==> config.mk <==
export PLATFORM = sky130hd
export DESIGN_NAME = serial_adder_flat
export DESIGN_NICKNAME = d
export VERILOG_FILES = /design/src/rtl/serial_adder_pkg.sv /design/src/rtl/serial_adder_if.sv /design/src/rtl/serial_adder_shift_register_load.sv /design/src/rtl/serial_adder.sv /design/src/flat_wrapper.sv
export SDC_FILE = /design/constraint.sdc
export NUM_CORES = 1
export LEC_CHECK = 0
export ABC_AREA = 1
export CAP_MARGIN = 20
export CORE_MARGIN = 2
export CORE_UTILIZATION = 59
export DETAILED_ROUTE_END_ITERATION = 8
export DONT_BUFFER_PORTS = 1
export PLACE_DENSITY = 0.75
export SYNTH_ARGS = -nofsm -noshare
export SYNTH_HDL_FRONTEND = slang
export SYNTH_SLANG_ARGS = --single-unit
export TNS_END_PERCENT = 10
==> constraint.sdc <==
create_clock -name clk -period 1.6 [get_ports clk]
set_clock_uncertainty 0.05 [all_clocks]
set_input_delay 0.24 -clock clk [delete_from_list [all_inputs] [get_ports clk]]
set_output_delay 0.24 -clock clk [all_outputs]
set_load 0.01 [all_outputs]
==> src/rtl/serial_adder_pkg.sv <==
// Shared types and constants for the bit-serial adder.
package serial_adder_pkg;

    // Controller states; encodings are fixed so they read the same in any waveform.
    typedef enum logic [1:0] {
        ST_IDLE = 2'd0,
        ST_RUN  = 2'd1,
        ST_DONE = 2'd2
    } state_t;

    // Operand/result width used when an instance does not override it.
    localparam int DEFAULT_WIDTH = 4;

endpackage

==> src/rtl/serial_adder_if.sv <==
// Start/done handshake and operand/result bus of the bit-serial adder.
interface serial_adder_if
    import serial_adder_pkg::*;
    #(parameter int WIDTH = DEFAULT_WIDTH);

    logic             start;
    logic [WIDTH-1:0] operand_a;
    logic [WIDTH-1:0] operand_b;
    logic             carry_in;
    logic             busy;
    logic             done;
    logic [WIDTH-1:0] sum;
    logic             carry_out;

    modport master (
        output start, operand_a, operand_b, carry_in,
        input  busy, done, sum, carry_out
    );

    modport slave (
        input  start, operand_a, operand_b, carry_in,
        output busy, done, sum, carry_out
    );

endinterface

==> src/rtl/serial_adder_shift_register_load.sv <==
// Gate primitives and the parallel-load / shift-right register used for the operands.

module multiplexer_2to1 (
    input  logic a_i,
    input  logic b_i,
    input  logic sel_i,
    output logic y_o
);
    assign y_o = sel_i ? b_i : a_i;
endmodule

module and_gate (
    input  logic a_i,
    input  logic b_i,
    output logic y_o
);
    assign y_o = a_i & b_i;
endmodule

module or_gate (
    input  logic a_i,
    input  logic b_i,
    output logic y_o
);
    assign y_o = a_i | b_i;
endmodule

module not_gate (
    input  logic a_i,
    output logic y_o
);
    assign y_o = ~a_i;
endmodule

module shift_register_load
    import serial_adder_pkg::*;
    #(parameter int WIDTH = DEFAULT_WIDTH)
(
    input  logic             clk,
    input  logic             rst_n,
    input  logic             load_i,
    input  logic             shift_i,
    input  logic             ser_i,
    input  logic [WIDTH-1:0] d_i,
    output logic             ser_o
);

    logic [WIDTH-1:0] shift_q;
    logic [WIDTH-1:0] shift_d;
    logic [WIDTH-1:0] upper_bit;
    logic [WIDTH-1:0] hold_or_shift;

    // Each cell first picks hold vs. shift, then lets a parallel load override it.
    for (genvar i = 0; i < WIDTH; i++) begin : g_cell
        if (i == WIDTH - 1) begin : g_top
            assign upper_bit[i] = ser_i;
        end else begin : g_inner
            assign upper_bit[i] = shift_q[i+1];
        end

        multiplexer_2to1 u_shift_mux (
            .a_i   (shift_q[i]),
            .b_i   (upper_bit[i]),
            .sel_i (shift_i),
            .y_o   (hold_or_shift[i])
        );

        multiplexer_2to1 u_load_mux (
            .a_i   (hold_or_shift[i]),
            .b_i   (d_i[i]),
            .sel_i (load_i),
            .y_o   (shift_d[i])
        );
    end

    // Storage flops for every cell, cleared by the asynchronous reset.
    always_ff @(posedge clk or negedge rst_n) begin
        if (!rst_n) begin
            shift_q <= '0;
        end else begin
            shift_q <= shift_d;
        end
    end

    assign ser_o = shift_q[0];

endmodule

==> src/rtl/serial_adder.sv <==
// Bit-serial adder: one bit per clock through a single full adder and carry flop.
module serial_adder
    import serial_adder_pkg::*;
    #(parameter int WIDTH = DEFAULT_WIDTH)
(
    input  logic          clk,
    input  logic          rst_n,
    serial_adder_if.slave bus
);

    localparam int CNT_W = $clog2(WIDTH);

    state_t           state_q;
    state_t           state_d;
    logic             load_en;
    logic             run_en;
    logic             last_bit;

    logic             a_bit;
    logic             b_bit;
    logic             c_q;
    logic             c_d;
    logic [CNT_W-1:0] cnt_q;
    logic [CNT_W-1:0] cnt_d;
    logic [WIDTH-1:0] sum_q;
    logic [WIDTH-1:0] sum_d;
    logic             carry_out_q;
    logic             carry_out_d;

    logic             s_bit;
    logic             c_next;
    logic             not_a;
    logic             not_b;
    logic             not_c;
    logic             not_x;
    logic             a_not_b;
    logic             not_a_b;
    logic             a_xor_b;
    logic             x_not_c;
    logic             not_x_c;
    logic             a_and_b;
    logic             x_and_c;

    shift_register_load #(.WIDTH(WIDTH)) u_a_sr (
        .clk     (clk),
        .rst_n   (rst_n),
        .load_i  (load_en),
        .shift_i (run_en),
        .ser_i   (1'b0),
        .d_i     (bus.operand_a),
        .ser_o   (a_bit)
    );

    shift_register_load #(.WIDTH(WIDTH)) u_b_sr (
        .clk     (clk),
        .rst_n   (rst_n),
        .load_i  (load_en),
        .shift_i (run_en),
        .ser_i   (1'b0),
        .d_i     (bus.operand_b),
        .ser_o   (b_bit)
    );

    // a^b built from and/or/not so the full adder maps onto the primitive cells.
    not_gate u_not_a   (.a_i(a_bit),   .y_o(not_a));
    not_gate u_not_b   (.a_i(b_bit),   .y_o(not_b));
    and_gate u_a_nb    (.a_i(a_bit),   .b_i(not_b), .y_o(a_not_b));
    and_gate u_na_b    (.a_i(not_a),   .b_i(b_bit), .y_o(not_a_b));
    or_gate  u_a_xor_b (.a_i(a_not_b), .b_i(not_a_b), .y_o(a_xor_b));

    // Sum bit = (a^b)^c.
    not_gate u_not_x   (.a_i(a_xor_b), .y_o(not_x));
    not_gate u_not_c   (.a_i(c_q),     .y_o(not_c));
    and_gate u_x_nc    (.a_i(a_xor_b), .b_i(not_c), .y_o(x_not_c));
    and_gate u_nx_c    (.a_i(not_x),   .b_i(c_q),   .y_o(not_x_c));
    or_gate  u_sum     (.a_i(x_not_c), .b_i(not_x_c), .y_o(s_bit));

    // Carry = a&b | c&(a^b), which equals the majority of the three inputs.
    and_gate u_a_b     (.a_i(a_bit),   .b_i(b_bit), .y_o(a_and_b));
    and_gate u_x_c     (.a_i(a_xor_b), .b_i(c_q),   .y_o(x_and_c));
    or_gate  u_carry   (.a_i(a_and_b), .b_i(x_and_c), .y_o(c_next));

    assign last_bit = (cnt_q == CNT_W'(WIDTH - 1));

    // State register; reset abandons any operation in flight.
    always_ff @(posedge clk or negedge rst_n) begin
        if (!rst_n) begin
            state_q <= ST_IDLE;
        end else begin
            state_q <= state_d;
        end
    end

    // Next state plus load/shift strobes; start is only honoured outside RUN.
    always_comb begin
        state_d = state_q;
        load_en = 1'b0;
        run_en  = 1'b0;
        case (state_q)
            ST_IDLE: begin
                if (bus.start) begin
                    load_en = 1'b1;
                    state_d = ST_RUN;
                end
            end
            ST_RUN: begin
                run_en = 1'b1;
                if (last_bit) begin
                    state_d = ST_DONE;
                end
            end
            ST_DONE: begin
                if (bus.start) begin
                    load_en = 1'b1;
                    state_d = ST_RUN;
                end else begin
                    state_d = ST_IDLE;
                end
            end
            default: begin
                state_d = ST_IDLE;
            end
        endcase
    end

    // Datapath next values: sum bits enter at the MSB so the LSB lands at bit 0 after WIDTH shifts.
    always_comb begin
        c_d         = c_q;
        cnt_d       = cnt_q;
        sum_d       = sum_q;
        carry_out_d = carry_out_q;
        if (load_en) begin
            c_d   = bus.carry_in;
            cnt_d = '0;
        end else if (run_en) begin
            c_d   = c_next;
            sum_d = {s_bit, sum_q[WIDTH-1:1]};
            if (last_bit) begin
                carry_out_d = c_next;
            end else begin
                cnt_d = cnt_q + CNT_W'(1);
            end
        end
    end

    // Carry, bit counter and result registers.
    always_ff @(posedge clk or negedge rst_n) begin
        if (!rst_n) begin
            c_q         <= 1'b0;
            cnt_q       <= '0;
            sum_q       <= '0;
            carry_out_q <= 1'b0;
        end else begin
            c_q         <= c_d;
            cnt_q       <= cnt_d;
            sum_q       <= sum_d;
            carry_out_q <= carry_out_d;
        end
    end

    assign bus.busy      = (state_q == ST_RUN);
    assign bus.done      = (state_q == ST_DONE);
    assign bus.sum       = sum_q;
    assign bus.carry_out = carry_out_q;

endmodule
==> src/flat_wrapper.sv <==
// flat-port wrapper written by rule: the top's interface ports become plain ports
module serial_adder_flat import serial_adder_pkg::*;
#(parameter int WIDTH = DEFAULT_WIDTH)
  (clk, rst_n, bus_start, bus_operand_a, bus_operand_b, bus_carry_in, bus_busy, bus_done, bus_sum, bus_carry_out);
  serial_adder_if #(.WIDTH(WIDTH)) bus_i ();
  input  logic clk;
  input  logic rst_n;
  input wire logic [$bits(bus_i.start)-1:0] bus_start;
  input wire logic [$bits(bus_i.operand_a)-1:0] bus_operand_a;
  input wire logic [$bits(bus_i.operand_b)-1:0] bus_operand_b;
  input wire logic [$bits(bus_i.carry_in)-1:0] bus_carry_in;
  output wire logic [$bits(bus_i.busy)-1:0] bus_busy;
  output wire logic [$bits(bus_i.done)-1:0] bus_done;
  output wire logic [$bits(bus_i.sum)-1:0] bus_sum;
  output wire logic [$bits(bus_i.carry_out)-1:0] bus_carry_out;
  assign bus_i.start = bus_start;
  assign bus_i.operand_a = bus_operand_a;
  assign bus_i.operand_b = bus_operand_b;
  assign bus_i.carry_in = bus_carry_in;
  assign bus_busy = bus_i.busy;
  assign bus_done = bus_i.done;
  assign bus_sum = bus_i.sum;
  assign bus_carry_out = bus_i.carry_out;
  serial_adder #(.WIDTH(WIDTH)) u_core (.clk(clk), .rst_n(rst_n), .bus(bus_i));
endmodule
# After elaboration in Yosys (flattened, before gate mapping)
# Index checks and enable logic that the tools add are counted.
# W data, S select, Z words.
[classes]
reduce_logical = 7
muxes = 27
n_addsub = 1
n_eq_ne = 6
bitwise_logic = 14
[op_table]
columns = ["operator", "count"]
rows = [
  ["$mux W1", 21],
  ["$mux W2", 5],
  ["$and A1 B1 Y1", 6],
  ["$pmux W2 S3", 1],
  ["$reduce_and A2 Y1", 3],
  ["$not A1 Y1", 5],
  ["$eq A2 B2 Y1 const B", 2],
  ["$ne A2 B2 Y1 const B", 2],
  ["$or A1 B1 Y1", 3],
  ["$reduce_and A3 Y1", 1],
  ["$add A2 B1 Y2 const B", 1],
  ["$eq A2 B1 Y1 const B", 1],
  ["$logic_not A2 Y1", 1],
  ["$ne A2 B1 Y1 const B", 1],
  ["$reduce_bool A2 Y1", 1],
  ["$reduce_or A2 Y1", 1],
]
[totals]
inputBits = 12
out_inout_bits = 7
regBits = 18
wordCells = 62

# Logic depth before layout (Yosys ltp)
# Gate-level depths: netlist of the first run.
[logic_depth]
depth_word = 7
depth_mapped = 6
mapped_depth_nobuf = 5

# By module
# From an unflattened synthesis of the first run, not the netlist that was laid out.
[unflattened]
cells_unflattened = 149
area_unflattened_um2 = 983.4
[by_module_without_submodules]
columns = ["mod", "seq_area_each_um2", "instances", "cells_each", "area_per_inst_um2"]
rows = [
  ["serial_adder", 250.2, 1, 52, 449.2],
  ["multiplexer_2to1", 0.0, 16, 4, 15.0],
  ["shift_register_load", 100.1, 2, 4, 100.1],
  ["and_gate", 0.0, 6, 2, 7.5],
  ["or_gate", 0.0, 3, 3, 11.3],
  ["not_gate", 0.0, 4, 1, 3.8],
]

# Least setup slack after synthesis of the first run
# Ideal clock, no wire load.
[synth_path]
path_type = "register to register"
start = "register u_core.c_q"
end = "register u_core.sum_q[3] (netlist: u_core.bus.sum[3])"
path_slack_ns = 0.489
path_buffers = 0
setup_ns = 0.065
t_required_ns = 1.485
synth_period_minus_slack_ns = 1.111
arrival_time_ns = 0.996
stages_incl_launch_ff = 4
cell_sequence = "dfrtp_1 fa_1 nand2_1 nand2_1"
[synth_between]
elab_chain_len = 3
elab_cells_between_ends = 4
cone_classes = "bitwise (4)"
[synth_lines]
columns = ["item", "line", "source"]
rows = [
  ["from (decl)", "serial_adder.sv:21", "logic c_q;"],
  ["from (signal assigned)", "serial_adder.sv:149", "c_q <= 1'b0;"],
  ["from (signal assigned)", "serial_adder.sv:154", "c_q <= c_d;"],
  ["$not A1 Y1", "serial_adder_shift_register_load.sv:32", "assign y_o = ~a_i;"],
  ["$and A1 B1 Y1", "serial_adder_shift_register_load.sv:17", "assign y_o = a_i & b_i;"],
  ["$or A1 B1 Y1 (*)", "serial_adder_shift_register_load.sv:25", "assign y_o = a_i | b_i;"],
  ["named net u_core.s_bit", "serial_adder.sv:30", "logic s_bit;"],
  ["to (signal assigned)", "serial_adder.sv:156", "sum_q <= sum_d;"],
  ["to (decl)", "serial_adder.sv:25", "logic [WIDTH-1:0] sum_q;"],
]
# The timed path passes the listed nets; every way through them passes the cells marked *.
# A chain may end at the register's enable or synchronous reset.

# Worst setup path in the final report of the first run
[layout_path]
start = "register u_core.state_q[1]"
end = "output port bus_busy"
[layout_between]
elab_chain_len = 1
[layout_lines]
columns = ["item", "line", "source"]
rows = [
  ["from (decl)", "serial_adder.sv:13", "state_t state_q;"],
  ["from (signal assigned)", "serial_adder.sv:90", "state_q <= state_d;"],
  ["$eq A2 B1 Y1", "serial_adder.sv:161", "assign bus.busy = (state_q == ST_RUN);"],
  ["to (decl)", "flat_wrapper.sv:12", "output wire logic [$bits(bus_i.busy)-1:0] bus_busy;"],
]
# Every way passes these cells.

==> metrics.yaml, run 1 <==
reg2reg_from: "u_core.cnt_q[0]$_DFFE_PN0P_"
dieHeight_um: 42.6
ys_seq_elements: 18
clock_latency_ns: 0.29
grt_antenna_before_repair: 0
clk_pin_slew_worst_paths_ns: 0.10
grt_util_all_layers: 0.201
worstSetupStartpoint: "u_core.state_q[1]$_DFFE_PN0P_"
fin_tns_setup_ns: 0
worstMarginPinSlew_ns: 0.773
rsz0062_at_grt: "no"
antenna_left: 0
yosysMostFrequentCell: "nand2_1"
syn-instance-count: 104
cp-end-kind: "primary output"
slew_headroom: 0.483
path_class: "flip-flop to primary output"
path_cells: "inv_6 -> nand2_4 -> inv_2"
cts_sinks: 18
synth_top_area_cell: "dfrtp_1"
async_flop_share: 1.00
slew_violations: 0
critPathRequiredTime_ns: 1.31
post-dp-hpwl_um: 1140
hp-start: "bus_operand_b[3]"
synthFlopType: "dfrtp_1"
io_buffers: 0
hold_path.class: "input pin to flip-flop"
yosys_warnings: 0
cts_max_level: 1
rows: 13
final.period_utilization: 0.904
cts_tree: "built"
status: "complete, no violations"
drv_cap: 0
drtIter0Drc: 30
io_pins: 19
route.detailed.drc: 0
fp.dieW_um: 42.6
synth-edff-count: 0
start_util: 0.652
clock.fmax_mhz: 691
ys_seq_area_frac: 0.511
area_growth_pct: 3.69
worst_slack_ns: 0.154
grt_max_degree: 19
max-vdd-ir-drop_mv: 1.15
cts_made_buffers: 3
dpl_worst_slack_ns: 0.281
synth_nets: 118
synth_area_leaders: "dfrtp_1 (51%), nand2_1 (14%), nand3_1 (9.1%)"
synthTopCellsByCount: "nand2_1 (34), dfrtp_1 (18), nand3_1 (16)"
cts_max_path_buffers: 2
slowest_stage: "dfrtp_1"
avgSynthCellArea_sq_um: 8.47
drive_above_1_share: 0.104
period_needed_ns: 1.45
num_antenna_cells: 0
start_kind: "flip-flop"
p_per_area_mw_per_mm2: 2100
cts_root_buf: "clkbuf_4"
final_nets: 121
setup_viol: 0
num_vias: 643
slowest_delay_ns: 0.43
ys_types: 18
wirelength_um: 1560
fp.coreArea_sq_mm: 0.00135
vias_per_cell: 5.31
hold_viol_final: 0
gp_congestion: 0.850
grt_pass1_vias: 607
die-area_sq_mm: 0.00182
wire_per_inst_um: 12.9
synth.cell_area_sq_um: 881
cp.arrival_ns: 1.16
path_max_fanout: 13
synth_top_area_frac: 0.511
power.total_w: 0.00192
drt_first_pass_iters: 4
cellLeakagePower_nw: 0.488
grt_pass1_wl_um: 2680
grt_overflow: 0
cts_setup_buffers: 0
-- stage by stage --
step	util	instance area (sq um)	cells	hold WS [ns]
4_1_cts	0.676	912	121	0.00766
6_report	0.677	913	121	0.00562
5_1_grt	0.677	913	121	0.0130
3_3_place_gp	0.641	866	116	-0.105
2_1_floorplan	-	881	104	-0.106
3_5_place_dp	0.641	866	116	-0.105
-- cell families (layout without fill, tap and decap cells) --
logic type / Yosys count / in the layout / share of synthesized area
simple gates: 65 / 65 / 0.330
fa+ha+maj: 2 / 2 / 0.0369
buf+inv: 15 / 17 / 0.0952
compound gates: 4 / 4 / 0.0270
flops: 18 / 18 / 0.511
-- report_power, final --
group | leakage [nW] | total [W] | internal [W] | switching (W)
Sequential | 0.222 | 0.000871 | 0.000675 | 0.000197
Clock | 0.0210 | 0.000281 | 0.000139 | 0.000142
Combinational | 0.245 | 0.000764 | 0.000274 | 0.000490
-- timing repair --
item | 4_1_cts | 5_1_grt
hold buffers | 1 | 0
hold endpoints to repair | 18 | 0
gates resized for setup | 0 | 1
setup endpoints to repair | 0 | 1
-- critical path: cells and delay by family (launching register included) --
| family | cells | cell delay [ns] |
|---|---|---|
| flops | 1 | 0.43 |
| buf+inv | 2 | 0.32 |
| simple gates | 1 | 0.11 |
-- worst paths after layout --
kind / end / slack, ns / cells after the start
max reg2reg: u_core.cnt_q[0]$_DFFE_PN0P_ / 0.37 / 5
min reg2reg: u_core.u_b_sr.shift_q[0]$_DFFE_PN0P_ / 0.46 / 2
min in group asynchronous: u_core.bus.sum[1]$_DFFE_PN0P_ / 0.40 / 1
min: u_core.u_b_sr.shift_q[3]$_DFFE_PN0P_ / 0.006 / 2
max: bus_busy / 0.15 / 3
max in group asynchronous: u_core.state_q[0]$_DFFE_PN0P_ / 0.56 / 1
-- area by class of cell --
cell class | instances | area, sq um
clock buffer | 4 | 36.3
fill | 112 | 437
inverter | 12 | 50.0
multi-input combinational | 71 | 347
sequential | 18 | 452
tap | 15 | 18.8
timing repair buffer | 1 | 10.0
-- state kept, by name, indices dropped and copies added, names as in the netlist --
signal                 count
u_core.u_a_sr.shift_q      4
u_core.state_q             2
u_core.c_q                 1
u_core.u_b_sr.shift_q      4
u_core.cnt_q               2
u_core.bus.carry_out       1
u_core.bus.sum             4
-- cells in the final DEF (no fill, tap or decap) --
cell type,synthesis,final
o21ai_2,1,1
inv_6,1,1
o21ai_0,2,2
nand3_1,16,16
nor2_1,8,8
nand2_1,34,34
dlygate4sd3_1,0,1
nand2_2,1,1
dfrtp_1,18,17
nand4_1,1,1
nor2_2,1,1
inv_2,1,1
nand3b_1,3,3
fa_1,1,1
dfrtp_2,0,1
o21ai_1,1,1
ha_1,1,1
inv_1,10,10
clkbuf_8,0,1
clkbuf_4,0,3
nand2_4,1,1
-- routing by layer --
layer | GRT usage | vias to the layer above | routed length (um)
li1 | - | 327 | -
met1 | 0.263 | 292 | 691
met2 | 0.309 | 20 | 755
met3 | 0.0517 | 4 | 85
met4 | 0.0938 | 0 | 31
met5 | 0 | - | 0
No activity file was read; power rests on OpenSTA's default activity.
==> run 2, diff against run 1 <==
--- a/config.mk
+++ b/config.mk
@@ -9,10 +9,11 @@
 export CAP_MARGIN = 20
 export CORE_MARGIN = 2
 export CORE_UTILIZATION = 59
+export CTS_CLUSTER_SIZE = 25
 export DETAILED_ROUTE_END_ITERATION = 8
 export DONT_BUFFER_PORTS = 1
 export PLACE_DENSITY = 0.75
 export SYNTH_ARGS = -nofsm -noshare
 export SYNTH_HDL_FRONTEND = slang
 export SYNTH_SLANG_ARGS = --single-unit
-export TNS_END_PERCENT = 10
+export TNS_END_PERCENT = 1
==> results of run 2 <==
Final layout, timing and power as in run 1 (identical DEF).
==> run 3, diff against run 2 <==
--- a/config.mk
+++ b/config.mk
@@ -7,12 +7,14 @@
 export LEC_CHECK = 0
 export ABC_AREA = 1
 export CAP_MARGIN = 20
+export CELL_PAD_IN_SITES_DETAIL_PLACEMENT = 1
+export CELL_PAD_IN_SITES_GLOBAL_PLACEMENT = 1
 export CORE_MARGIN = 2
-export CORE_UTILIZATION = 59
+export CORE_UTILIZATION = 44
 export CTS_CLUSTER_SIZE = 25
 export DETAILED_ROUTE_END_ITERATION = 8
 export DONT_BUFFER_PORTS = 1
-export PLACE_DENSITY = 0.75
+export PLACE_DENSITY_LB_ADDON = 0.1
 export SYNTH_ARGS = -nofsm -noshare
 export SYNTH_HDL_FRONTEND = slang
 export SYNTH_SLANG_ARGS = --single-unit
==> run 3 against run 2 <==
Compared with the run above:
- hold slack better by 0.0017 ns
- final cell count up 9.9%
- maximum frequency down 1.4%
- wire length up 18%
==> metrics.yaml, run 3 (synthesis results as in run 1) <==
hold_viol_final: 0  # unchanged
drive_above_1_share: 0.104  # unchanged
final_cell_area_sq_um: 928  # +1.6%
slew_violations: 0  # unchanged
die-area_sq_mm: 0.00238  # +31%
max-vdd-ir-drop_mv: 0.823  # -28%
cellLeakagePower_nw: 0.488  # unchanged
start_util: 0.458  # -0.194
n_fill_cell: 251  # +120%
drv_cap: 0  # unchanged
fin_tns_setup_ns: 0  # unchanged
setup_viol: 0  # unchanged
clock.fmax_mhz: 682  # -1.4%
grt_pass1_vias: 772  # +27%
path_class: "flip-flop to primary output"
clock_latency_ns: 0.29  # about the same
route.detailed.drc: 0  # unchanged
grt_antenna_before_repair: 0  # unchanged
io_buffers: 0  # unchanged
cp-end-kind: "primary output"
gp_congestion: 0.808  # -4.9%
layout_commonest_cell: "nand2_1"
p_seq_frac: 0.448  # -0.007
antenna_left: 0  # unchanged
path_max_fanout: 13  # unchanged
rows: 16  # +3
vias_per_cell: 5.17  # -2.8%
wirelength_um: 1850  # +18%
period_needed_ns: 1.47  # +0.0202 ns
cts_tree: "built"
dp.cells: 128  # +10%
clk_pin_slew_worst_paths_ns: 0.11  # about the same
post-dp-hpwl_um: 1350  # +18%
dieHeight_um: 48.7  # +14%
net-switching-power_w: 0.000852  # +2.7%
final.period_utilization: 0.916  # +0.0126
p_per_area_mw_per_mm2: 2090  # -0.38%
hold_path.class: "input pin to flip-flop"
area_growth_pct: 5.40
cts_max_level: 1  # unchanged
cts_root_buf: "clkbuf_4"
grt_overflow: 0  # unchanged
grt_pass1_wl_um: 3290  # +23%
worstMarginPinSlew_ns: 0.825  # +0.0520 ns
rsz0062_at_grt: "no"
num_antenna_cells: 0  # unchanged
fp.dieW_um: 48.7  # +14%
power.total_w: 0.00194  # +1.3%
place_area_sq_um: 881  # +1.7%
combPwrFrac: 0.406  # +0.007
start_kind: "flip-flop"
io_pins: 19  # unchanged
cp.arrival_ns: 1.18  # +0.02 ns
cts_setup_buffers: 0  # unchanged
num_vias: 687  # +6.8%
layout_common_cells: "nand2_1 (34), dfrtp_1 (17), nand3_1 (16)"
fp.coreArea_sq_mm: 0.00192  # +42%
grt_max_degree: 19  # unchanged
grt_util_all_layers: 0.180  # -0.0214
drt_first_pass_iters: 4  # unchanged
cts_made_buffers: 3  # unchanged
swShare: 0.439  # +0.00630
status: "complete, no violations"
drtIter0Drc: 10  # -67%
final_nets: 121  # unchanged
clockPowerShare: 0.145  # -0.002
critPathRequiredTime_ns: 1.31  # about the same
cts_max_path_buffers: 2  # unchanged
fin_cells: 133  # +9.9%
slew_headroom: 0.448  # -0.0348
cts_sinks: 18  # unchanged
wire_per_inst_um: 13.9  # +7.7%
p_int_w: 0.00109  # +0.13%
## run 3: what timing repair did
action	in CTS	in global routing
endpoints found under the setup margin	1	0
hold buffers	1	0
hold endpoints to repair	18	0
resized for setup	1	0
## run 3: power by group through the flow
| stage | logic (W) | clock network [W] | registers [W] |
|---|---|---|---|
| after global routing | 0.000963 | 0.000307 | 0.000900 |
| after CTS | 0.000807 | 0.000295 | 0.000871 |
| after floorplan | 0.000725 | 0 | 0.000815 |
| after global placement | 0.000754 | 0 | 0.000872 |
| final | 0.000789 | 0.000282 | 0.000869 |
| after detailed placement | 0.000791 | 0 | 0.000879 |
## run 3: final timing paths
check	end	from	cells after the start	slack (ns)
max	bus_busy	u_core.state_q[0]$_DFFE_PN0P_	2	0.13
min	u_core.u_b_sr.shift_q[3]$_DFFE_PN0P_	bus_operand_b[3]	2	0.007
max reg2reg	u_core.u_a_sr.shift_q[0]$_DFFE_PN0P_	u_core.state_q[0]$_DFFE_PN0P_	5	0.34
min reg2reg	u_core.u_b_sr.shift_q[0]$_DFFE_PN0P_	u_core.u_b_sr.shift_q[1]$_DFFE_PN0P_	2	0.46
max in group asynchronous	u_core.state_q[0]$_DFFE_PN0P_	rst_n	1	0.51
min in group asynchronous	u_core.u_a_sr.shift_q[3]$_DFFE_PN0P_	rst_n	1	0.43
## run 3: layer usage
| layer | global-route usage | share of wire | vias to the layer above |
|---|---|---|---|
| met1 | 0.211 | 0.43 | 338 |
| met3 | 0.0463 | 0.047 | 2 |
| li1 | - | - | 331 |
| met2 | 0.313 | 0.52 | 16 |
| met4 | 0.0714 | 0.0054 | 0 |
| met5 | 0 | 0 | - |
## run 3: worst max-delay path, cell delays in order (launching register included)
cell and delay (ns):
dfrtp_2 0.51, nand2_4 0.16, inv_2 0.21
## run 3: layout make-up
class,instances,area (sq um),share of cell area
sequential,18,452,0.487
multi-input combinational,71,347,0.373
inverter,12,50.0,0.0539
clock buffer,4,36.3,0.0391
tap,27,33.8,0.0364
timing repair buffer,1,10.0,0.0108
## run 3: through the flow
step                hold slack [ns]  utilization  setup WS, ns
detailed placement           -0.105        0.458         0.218
finish                      0.00734        0.483         0.134
global route                 0.0264        0.483        0.0656
CTS                         0.00370        0.483         0.121
floorplan                    -0.106            -         0.489
global placement             -0.105        0.458         0.300
